$ cat src/rtl/fetch_pc_unit.sv
// fetch_pc_unit: PC register, two-word boot loader and IF/ID pipeline register.
// After reset the start PC is read from instruction memory words 0 (high half)
// and 1 (low half), then one instruction is fetched per cycle under control of
// the hazard unit (sequential / redirect / hold).
module fetch_pc_unit #(
    parameter int                  PC_W      = 32,
    parameter int                  INSTR_W   = 16,
    parameter logic [INSTR_W-1:0]  NOP_INSTR = 16'h0000
) (
    input  logic               clk,
    input  logic               rst,
    input  logic [1:0]         pcSrc,
    input  logic               bubbleSignal,
    input  logic [PC_W-1:0]    jumpTarget,
    output logic [PC_W-1:0]    instrAddr,
    input  logic [INSTR_W-1:0] instrData,
    output logic [INSTR_W-1:0] ifidInstr,
    output logic [PC_W-1:0]    ifidPc,
    output logic               ifidValid,
    output logic               booting
);

    typedef enum logic [1:0] {
        BOOT_HI = 2'd0,
        BOOT_LO = 2'd1,
        RUN     = 2'd2
    } state_t;

    typedef struct packed {
        logic               valid;
        logic [PC_W-1:0]    pc;
        logic [INSTR_W-1:0] instr;
    } ifid_t;

    state_t               state, state_nxt;
    logic [PC_W-1:0]      pc, pc_nxt;
    logic [INSTR_W-1:0]   boot_hi, boot_hi_nxt;
    ifid_t                ifid, ifid_nxt;
    logic                 hold, redirect;
    logic [2*INSTR_W-1:0] boot_word;

    // Hold (bubble or pcSrc=10) outranks redirect; 11 falls through to sequential.
    assign hold      = bubbleSignal | (pcSrc == 2'b10);
    assign redirect  = (pcSrc == 2'b01);
    assign boot_word = {boot_hi, instrData};

    // Next-state, next-PC, IF/ID update and fetch address.
    always_comb begin
        state_nxt   = state;
        pc_nxt      = pc;
        boot_hi_nxt = boot_hi;
        ifid_nxt    = ifid;
        instrAddr   = pc;
        case (state)
            BOOT_HI: begin
                instrAddr   = '0;
                boot_hi_nxt = instrData;
                state_nxt   = BOOT_LO;
            end
            BOOT_LO: begin
                instrAddr = PC_W'(1);
                pc_nxt    = boot_word[PC_W-1:0];
                state_nxt = RUN;
            end
            RUN: begin
                if (hold) begin
                    // freeze everything; same address is re-presented
                end else if (redirect) begin
                    // wrong-path instruction at pc is dropped; ifidPc kept
                    pc_nxt         = jumpTarget;
                    ifid_nxt.instr = NOP_INSTR;
                    ifid_nxt.valid = 1'b0;
                end else begin
                    ifid_nxt.instr = instrData;
                    ifid_nxt.pc    = pc + PC_W'(1);
                    ifid_nxt.valid = 1'b1;
                    pc_nxt         = pc + PC_W'(1);
                end
            end
            default: begin
                state_nxt = BOOT_HI;
            end
        endcase
    end

    // State, PC, boot latch and IF/ID registers with async reset.
    always_ff @(posedge clk or posedge rst) begin
        if (rst) begin
            state   <= BOOT_HI;
            pc      <= '0;
            boot_hi <= '0;
            ifid    <= '{valid: 1'b0, pc: '0, instr: NOP_INSTR};
        end else begin
            state   <= state_nxt;
            pc      <= pc_nxt;
            boot_hi <= boot_hi_nxt;
            ifid    <= ifid_nxt;
        end
    end

    assign ifidInstr = ifid.instr;
    assign ifidPc    = ifid.pc;
    assign ifidValid = ifid.valid;
    assign booting   = (state != RUN);

endmodule

$ cat config.mk
export PLATFORM = sky130hd
export DESIGN_NAME = fetch_pc_unit
export DESIGN_NICKNAME = d
export VERILOG_FILES = /design/src/rtl/fetch_pc_unit.sv
export SDC_FILE = /design/constraint.sdc
export NUM_CORES = 1
export LEC_CHECK = 0
export ABC_AREA = 0
export CORE_MARGIN = 10
export CORE_UTILIZATION = 49
export CTS_CLUSTER_DIAMETER = 30
export CTS_CLUSTER_SIZE = 16
export DETAILED_ROUTE_END_ITERATION = 12
export PLACE_DENSITY = 0.81
export SLEW_MARGIN = 20
export SYNTH_ARGS = -nofsm -noshare
export SYNTH_HDL_FRONTEND = slang
export SYNTH_SLANG_ARGS = --single-unit
$ cat constraint.sdc
create_clock -name clk -period 3.8 [get_ports clk]
set_input_delay 0.57 -clock clk [delete_from_list [all_inputs] [get_ports clk]]
set_output_delay 0.57 -clock clk [all_outputs]
set_load 0.005 [all_outputs]
Word level (Yosys, flattened, before mapping)
Cells that the tools add are included.

storage, ports and cells
  memories = 0
  RAM bits = 0
  flip-flop bits (word level) = 99
  output and inout port bits = 82
  bits in read-only memories = 0
  latch bits = 0
  logic and storage cells = 28

operators by class
  eq/ne operators = 6
  shift operators = 0
  $mul = 0
  reduce and logical (&&, ||, !) cells = 5
  add/sub/neg operators = 1
  mux-type cells = 7
  magnitude comparators = 0
  bitwise operators = 3
  divide/modulo/power cells = 0

operators with widths
  operator                 number
  $pmux W32 S2             2
  $mux W32                 2
  $add A32 B1 Y32 const B  1
  $mux W16                 1
  $pmux W2 S3              1
  $eq A2 B1 Y1 const B     2
  $eq A2 B2 Y1 const B     2
  $ne A2 B2 Y1 const B     2
  $reduce_and A2 Y1        2
  $reduce_and A3 Y1        1
  $logic_not A2 Y1         1
  $not A1 Y1               2
  $reduce_bool A2 Y1       1
  $mux W1                  1
  $or A1 B1 Y1             1

Depth between registers and ports, before layout
Gate-level depths: netlist of the first run.

  depth in word-level cells = 4
  depth in mapped cells = 9

Least setup slack after synthesis of the first run
No wires, ideal clock.

  path type = in2reg
  start point = input pcSrc[0]
  end point = register pc[18]
  arrival time = 1744 ps
  setup time = 126 ps
  stages = 5
  path slack = 1929 ps
  data required time = 3674 ps
  cells stage by stage = nand2b_1 -> a21oi_1 -> clkbuf_1 -> o21ai_0 -> a311o_1

between the ends
  longest elaborated chain between the ends = 4
  elaborated cells between the ends (all ways) = 8
  those cells by class = eq/ne: 3; mux: 3; bitwise: 1; reduce/logical: 1

RTL lines
  item                                                      RTL line  source
  from (decl)                                               12        input logic [1:0] pcSrc,
  $eq A2 B1 Y1 / $eq A2 B2 Y1 (equally long branches)       44, 43
  $mux W32 / $or A1 B1 Y1 (equally long branches)           68, 43
  $mux W32 / $ne A2 B2 Y1 (equally long branches)           -
  $pmux W32 S2 / $reduce_and A2 Y1 (equally long branches)  -
  to (signal assigned)                                      95        pc <= pc_nxt;
  to (decl)                                                 36        logic [PC_W-1:0] pc, pc_nxt;

Parallel ways exist; a longest one is shown, timed or not. The select of a mux whose other input is x is not followed.
A chain may end at the register's enable or synchronous reset.

Final worst setup path of the first run
  start point = register state[1]
  end point = output booting

between the ends
  longest elaborated chain between the ends = 1

RTL lines
  item                    RTL line  source
  from (decl)             35        state_t state, state_nxt;
  from (signal assigned)  94        state <= state_nxt;
  $ne A2 B2 Y1            104       assign booting = (state != RUN);
  to (decl)               20        output logic booting

Every way passes these cells.

==> results of run 1 <==
layout by cell type, fill, tap and decap left out, types with 10 or more instances in the layout:
cell	instances
nor2_1	27
nand3_1	33
mux2_2	18
buf_4	17
nand2_1	85
xnor2_1	14
and2_1	34
dfrtp_1	99
a21oi_1	24
clkdlybuf4s50_1	134
clkbuf_8	10
xor2_1	15
and3_1	10
o21ai_0	43
kinds of logic (layout without fill, tap and decap cells):
kind of cell,count (synthesis),after routing
flops,99,99
simple gates,225,225
fa+ha+maj,1,1
buf+inv,46,173
compound gates,127,127
mux,18,18
xor+xnor,29,29
routing by layer:
layer,vias up,wire (um),share of wire [%]
li1,2172,-,-
met1,2278,6840,41
met2,265,7470,45
met3,23,1930,12
met4,0,231,1.4
met5,-,0,0
cell usage after synthesis (all sizes together) (3+ instances only):
master | n | area (sq um)
nand3 | 36 | 190
buf | 8 | 41.3
nand2b | 6 | 37.5
nor2b | 3 | 18.8
o221ai | 4 | 35.0
a21o | 3 | 22.5
o21ai | 50 | 250
and3 | 10 | 62.6
mux2 | 18 | 203
a31oi | 4 | 25.0
dfrtp | 99 | 2480
a21oi | 25 | 125
a22oi | 9 | 67.6
nor2 | 27 | 101
clkbuf | 31 | 116
nor4 | 3 | 40.0
inv | 7 | 26.3
o311ai | 6 | 52.6
nand4 | 9 | 90.1
nand2 | 85 | 319
and4 | 5 | 43.8
a221o | 8 | 80.1
and2 | 34 | 213
xor2 | 15 | 131
nor3 | 4 | 25.0
a211oi | 4 | 30.0
xnor2 | 14 | 123
final timing paths:
path / startpoint / end / slack (ns) / cells after the start
max in group asynchronous: rst / pc[10]$_DFFE_PP0P_ / 2.35 / 3
min: ifidInstr[10]$_DFFE_PP0P_ / ifidInstr[10]$_DFFE_PP0P_ / 0.48 / 2
max reg2reg: state[1]$_DFFE_PP0P_ / pc[16]$_DFFE_PP0P_ / 1.20 / 6
min reg2reg: ifidInstr[10]$_DFFE_PP0P_ / ifidInstr[10]$_DFFE_PP0P_ / 0.48 / 2
max: state[1]$_DFFE_PP0P_ / booting / 1.07 / 3
min in group asynchronous: rst / ifidPc[3]$_DFFE_PP0P_ / 0.66 / 2
layout make-up:
cell class              instances  area share [%]
clock inverters                 5            1.82
well taps                     136            2.48
flip-flops and latches         99            36.1
repair buffers                151            21.4
clock buffers                  10            2.01
multi-input cells             400            35.8
inverters                       7           0.419
critical path, cell delays in order (launching register included):
cell and delay, ns:
dfrtp_1 0.56, nor2b_1 0.24, inv_2 0.38, clkdlybuf4s50_1 0.61
through the flow:
stage / utilization, % / hold WS [ns] / worst slack [ns] / total power (uW) / instance area [sq um]
global route: 67.1 / 0.512 / 0.966 / 3330 / 6860
CTS: 67.1 / 0.485 / 1.10 / 3190 / 6860
global placement: 64.5 / 0.450 / 1.03 / 2290 / 6600
finish: 67.1 / 0.476 / 1.07 / 3180 / 6860
floorplan: - / 0.463 / 0.640 / 1770 / 5110
detailed placement: 64.5 / 0.462 / 0.903 / 2320 / 6600
sequential cells by signal, indices dropped and copies added (netlist names):
signal / cells
pc: 32
boot_hi: 16
ifidInstr: 16
ifidValid: 1
ifidPc: 32
state: 2
power groups by stage:
stage	registers [uW]	clock network (uW)	logic, uW
after floorplan	1380	0	390
after global placement	1420	0	873
after detailed placement	1420	0	897
after CTS	1400	882	901
after global routing	1430	931	974
final	1410	879	891
==> run_results.csv, run 1 <==
group,metric,value,unit
outcome,status,"completed",
die,chipWidth,122,um
clock_tree,cts_tree,"done",
timing,finClkSkew,0.0135,ns
clock_tree,cts_setup_buffers,0,
synth,post_synth_xor_area_fraction,4.97,%
synth,synth_mux_area_share,3.97,%
place,place_inst,793,
grt,grt_max_degree,55,
final_layout,seq_area,0.00248,sq mm
clock_tree,holdBufCountCts,0,
setup_path,path_class,"flop to primary output",
grt,grt_pass1_vias,4604,
pwr,pwr-share-clk,27.7,%
pwr,combPwrFrac,28.1,%
hold_path,hold_class,"flop to flop",
setup_path,cp.arrival,2.16,ns
timing,period_minus_slack,2.73,ns
clock_tree,clock-sinks,99,
grt,use_met3,7.96,%
die,core_area,0.0102,sq mm
synth,yosys.area_share.simple,22.8,%
timing,finalHoldViolCount,0,
drt,drc,0,
synth,avgSynthCellArea,9.37,sq um
clock_tree,cts_buffers,9,
grt,grt.overflow.total,0,
die,ios,135,
timing,period_share,71.8,%
place,dp_hpwl,12400,um
clock_tree,clkLatencyLatePin,0.37,ns
final_layout,nets,722,
drt,drt_iter0_markers,525,
grt,met1_usage,28.5,%
synth,netlist_instances,545,
synth,synth_nets,599,
timing,slew_headroom,49.6,%
synth,synth-seq-area-share,48.5,%
synth,synth_seq_cells,99,
synth,synth_top_family_by_area,"simple AND/OR/NAND/NOR gates",
grt,grt.busiest_layer,"met2",
clock_tree,htreeDepth,3,
setup_path,cp-end-kind,"primary output",
clock_tree,clk_pin_slew,0.09,ns
final_layout,insertedDiodeCount,0,
timing,finalSetupViolCount,0,
synth,async_reset_ff_share,100,%
final_layout,multiInputGateArea,0.00246,sq mm
die,dieHeight,122,um
timing,fmax,366,MHz
die,rows,37,
synth,synth_ff_type,"dfrtp_1",
pwr,seq_power_share,44.3,%
synth,netlist-cell-type-count,52,
synth,synth-adder-area-share,0.245,%
grt,track_usage,21.8,%
place,port_buffers,134,
grt,use_met2,33.7,%
pwr,peakVddDrop,0.233,mV
clock_tree,cts-root-buf,"clkbuf_8",
timing,worst_pin_slew,0.756,ns
drt,dr.pass1.iters,5,
pwr,swShare,28.9,%
pwr,p_leak,0.00287,uW
drt,ant_nets,0,
die,start_util,49.9,%
job,drv_cap,0,
timing,final_max_slew_viol_count,0,
drt,viasPerCell,5.86,
synth,synth-compound-area-share,15.9,%
pwr,pwr_density_cell,463,mW/mm^2
setup_path,worstPathRequired,3.23,ns
synth,yosys_warnings,0,
place,gp_congestion,0.914,
grt,grt_pass1_wl,25800,um
clock_tree,cts_resized,0,
synth,synth_edf_count,0,
final_layout,fillers,827,
drt,post_drt_wl_per_cell,20.4,um
grt,antenna_found_initial,0,
setup_path,crit_fanout,27,
timing,grt_setup_unrepaired,"no",
drt,drt-total-wl,16500,um
final_layout,drive_above_1_share,9.52,%
final_layout,stdcell_count,808,
pwr,p_int,2260,uW
final_layout,area_delta_synth_final,34.4,%
setup_path,worstSetupStartpointType,"flop",
die,fp.dieArea,0.0149,sq mm
synth,netlist_area,0.00511,sq mm
timing,finalSetupTns,0,ns
drt,dr_total_vias,4738,
clock_tree,clockBufferDepth,2,
pwr,p_sw,917,uW
Note: power is estimated with default switching activity, not from simulation.
==> run 2, diff against run 1 <==
--- a/config.mk
+++ b/config.mk
@@ -7,11 +7,11 @@
 export LEC_CHECK = 0
 export ABC_AREA = 0
 export CORE_MARGIN = 10
-export CORE_UTILIZATION = 49
+export CORE_UTILIZATION = 44
 export CTS_CLUSTER_DIAMETER = 30
 export CTS_CLUSTER_SIZE = 16
 export DETAILED_ROUTE_END_ITERATION = 12
-export PLACE_DENSITY = 0.81
+export PLACE_DENSITY = 0.76
 export SLEW_MARGIN = 20
 export SYNTH_ARGS = -nofsm -noshare
 export SYNTH_HDL_FRONTEND = slang
==> constraint.sdc (replaced) <==
create_clock -name clk -period 2.49 [get_ports clk]
set_input_delay 0.3735 -clock clk [delete_from_list [all_inputs] [get_ports clk]]
set_output_delay 0.3735 -clock clk [all_outputs]
set_load 0.005 [all_outputs]
==> run 2 against run 1 <==
Compared with the run above: sequential share of layout area fell by 0.99 points; hold slack got worse by 0.0015 ns; global-route usage fell by 1.4 points; clock power increased by 67%; combinational power grew 55%; critical endpoint is now instrAddr[20]; critical path type unchanged.
==> run_results.csv, run 2 (same netlist as run 1, synthesis figures left out) <==
group,metric,value,unit
pwr,pwr_density_cell,709,mW/mm^2
clock_tree,cts_setup_buffers,0,
final_layout,layout_commonest_cell,"clkdlybuf4s50_1",
final_layout,drive_above_1_share,11.2,%
grt,grt.overflow.total,0,
die,chipWidth,128,um
pwr,peakVddDrop,0.343,mV
setup_path,worstPathRequired,2.12,ns
die,rows,39,
timing,finalWorstSetupSlack,0.121,ns
timing,final_max_slew_viol_count,0,
setup_path,path_class,"flop to primary output",
final_layout,fillers,965,
place,place_inst,813,
place,gp_congestion,0.913,
timing,finalSetupViolCount,0,
setup_path,worstReg2RegStart,"pc[1]$_DFFE_PP0P_",
drt,post_drt_wl_per_cell,20.4,um
timing,grt_setup_unrepaired,"no",
timing,finalSetupTns,0,ns
timing,worst_pin_slew,0.525,ns
timing,fmax,422,MHz
timing,period_minus_slack,2.37,ns
job,drv_cap,0,
timing,slew_headroom,64.7,%
final_layout,insertedDiodeCount,0,
hold_path,hold_class,"flop to flop",
timing,finalHoldViolCount,0,
grt,grt_pass1_vias,4665,
grt,antenna_found_initial,0,
hold_path,hp-start,"ifidInstr[3]$_DFFE_PP0P_",
timing,finClkSkew,0.00731,ns
setup_path,crit_path_start,"state[1]$_DFFE_PP0P_",
place,dpl_cell_area,0.00673,sq mm
clock_tree,cts_buffers,9,
clock_tree,cts-root-buf,"clkbuf_16",
outcome,status,"completed",
final_layout,fin_area,0.00706,sq mm
final_layout,final_cell_mix,"clkdlybuf4s50_1, dfrtp_1, nand2_1, o21ai_0, and2_1",
setup_path,crit_fanout,22,
timing,timing.hold.ws,0.475,ns
drt,drt_iter0_markers,518,
clock_tree,clkLatencyLatePin,0.35,ns
die,core_area,0.0114,sq mm
grt,grt_max_degree,72,
clock_tree,cts_tree,"done",
die,fp.dieArea,0.0163,sq mm
grt,track_usage,20.5,%
setup_path,r2r_cells,6,
clock_tree,clockBufferDepth,2,
die,dieHeight,128,um
die,ios,135,
grt,grt_pass1_wl,26800,um
pwr,p_leak,0.00297,uW
setup_path,cp-end-kind,"primary output",
drt,dr.pass1.iters,5,
timing,period_share,95.2,%
final_layout,area_delta_synth_final,38.2,%
drt,viasPerCell,5.76,
place,port_buffers,134,
setup_path,worstSetupStartpointType,"flop",
final_layout,stdcell_count,829,
final_layout,nets,735,
place,place_ws,0.123,ns
hold_path,worstHoldPathCells,2,
setup_path,cp.arrival,2.00,ns
drt,drt-total-wl,16900,um
clock_tree,clock-sinks,99,
place,dp_hpwl,12900,um
drt,drc,0,
drt,ant_nets,0,
clock_tree,clk_pin_slew,0.07,ns
die,start_util,44.9,%
clock_tree,htreeDepth,3,
drt,dr_total_vias,4778,
run 2: cell count changes in the layout (fill, tap and decap cells not counted):
cell | before | now
bufinv_16 | 4 | 1
clkbuf_16 | 0 | 9
nand3_2 | 3 | 2
clkinvlp_4 | 0 | 1
buf_4 | 17 | 28
nand3_4 | 0 | 1
inv_2 | 1 | 0
clkbuf_1 | 0 | 1
inv_6 | 0 | 1
buf_12 | 0 | 2
clkbuf_8 | 10 | 3
run 2: critical path, cell delays in order (launching register included):
cell and delay, ns:
dfrtp_1 0.63, buf_4 0.31, and2_1 0.19, clkdlybuf4s50_1 0.52
run 2: path summary, 6_finish.rpt:
path                                             to  slack [ns]
max in group asynchronous   boot_hi[12]$_DFFE_PP0N_        1.68
setup / recovery                      instrAddr[20]        0.12
hold reg to reg            ifidInstr[3]$_DFFE_PP0P_        0.47
setup reg to reg             ifidPc[20]$_DFFE_PP0P_        0.19
hold / removal             ifidInstr[3]$_DFFE_PP0P_        0.47
min in group asynchronous     ifidPc[7]$_DFFE_PP0P_        0.50
run 2: stage by stage:
stage | total power (uW) | utilization [%]
floorplan | 2700 | -
finish | 5000 | 62.1
CTS | 5040 | 62.0
global placement | 3530 | 59.2
global route | 5260 | 62.1
detailed placement | 3570 | 59.2
run 2: layout make-up:
type	count	area, sq um	area share [%]
inverters	7	32.5	0.461
flip-flops and latches	99	2480	35.1
clock inverters	3	43.8	0.620
well taps	143	179	2.54
clock buffers	13	270	3.83
repair buffers	164	1590	22.5
multi-input cells	400	2460	34.9
run 2: repair_timing:
action,4_1_cts,5_1_grt
hold buffers,0,0
gates resized for setup,0,2
endpoints found under the setup margin,0,2
run 2: report_power, final:
group	switching (uW)	total, uW	internal, uW	leakage [uW]
registers	283	2150	1870	0.00119
logic	572	1380	808	0.00163
clock network	607	1470	864	0.000156
run 2: layer usage:
layer,vias to the layer above,wire length (um),global-route usage [%]
li1,2210,-,-
met1,2303,7230,28.2
met2,248,7710,30.8
met3,17,1710,5.33
met4,0,258,6.03
met5,-,0,0
==> run 3, diff against run 2 <==
--- a/config.mk
+++ b/config.mk
@@ -12,7 +12,6 @@
 export CTS_CLUSTER_SIZE = 16
 export DETAILED_ROUTE_END_ITERATION = 12
 export PLACE_DENSITY = 0.76
-export SLEW_MARGIN = 20
 export SYNTH_ARGS = -nofsm -noshare
 export SYNTH_HDL_FRONTEND = slang
 export SYNTH_SLANG_ARGS = --single-unit
==> results of run 3 <==
Same layout as run 2: the final DEF is identical, and so are final timing and power.
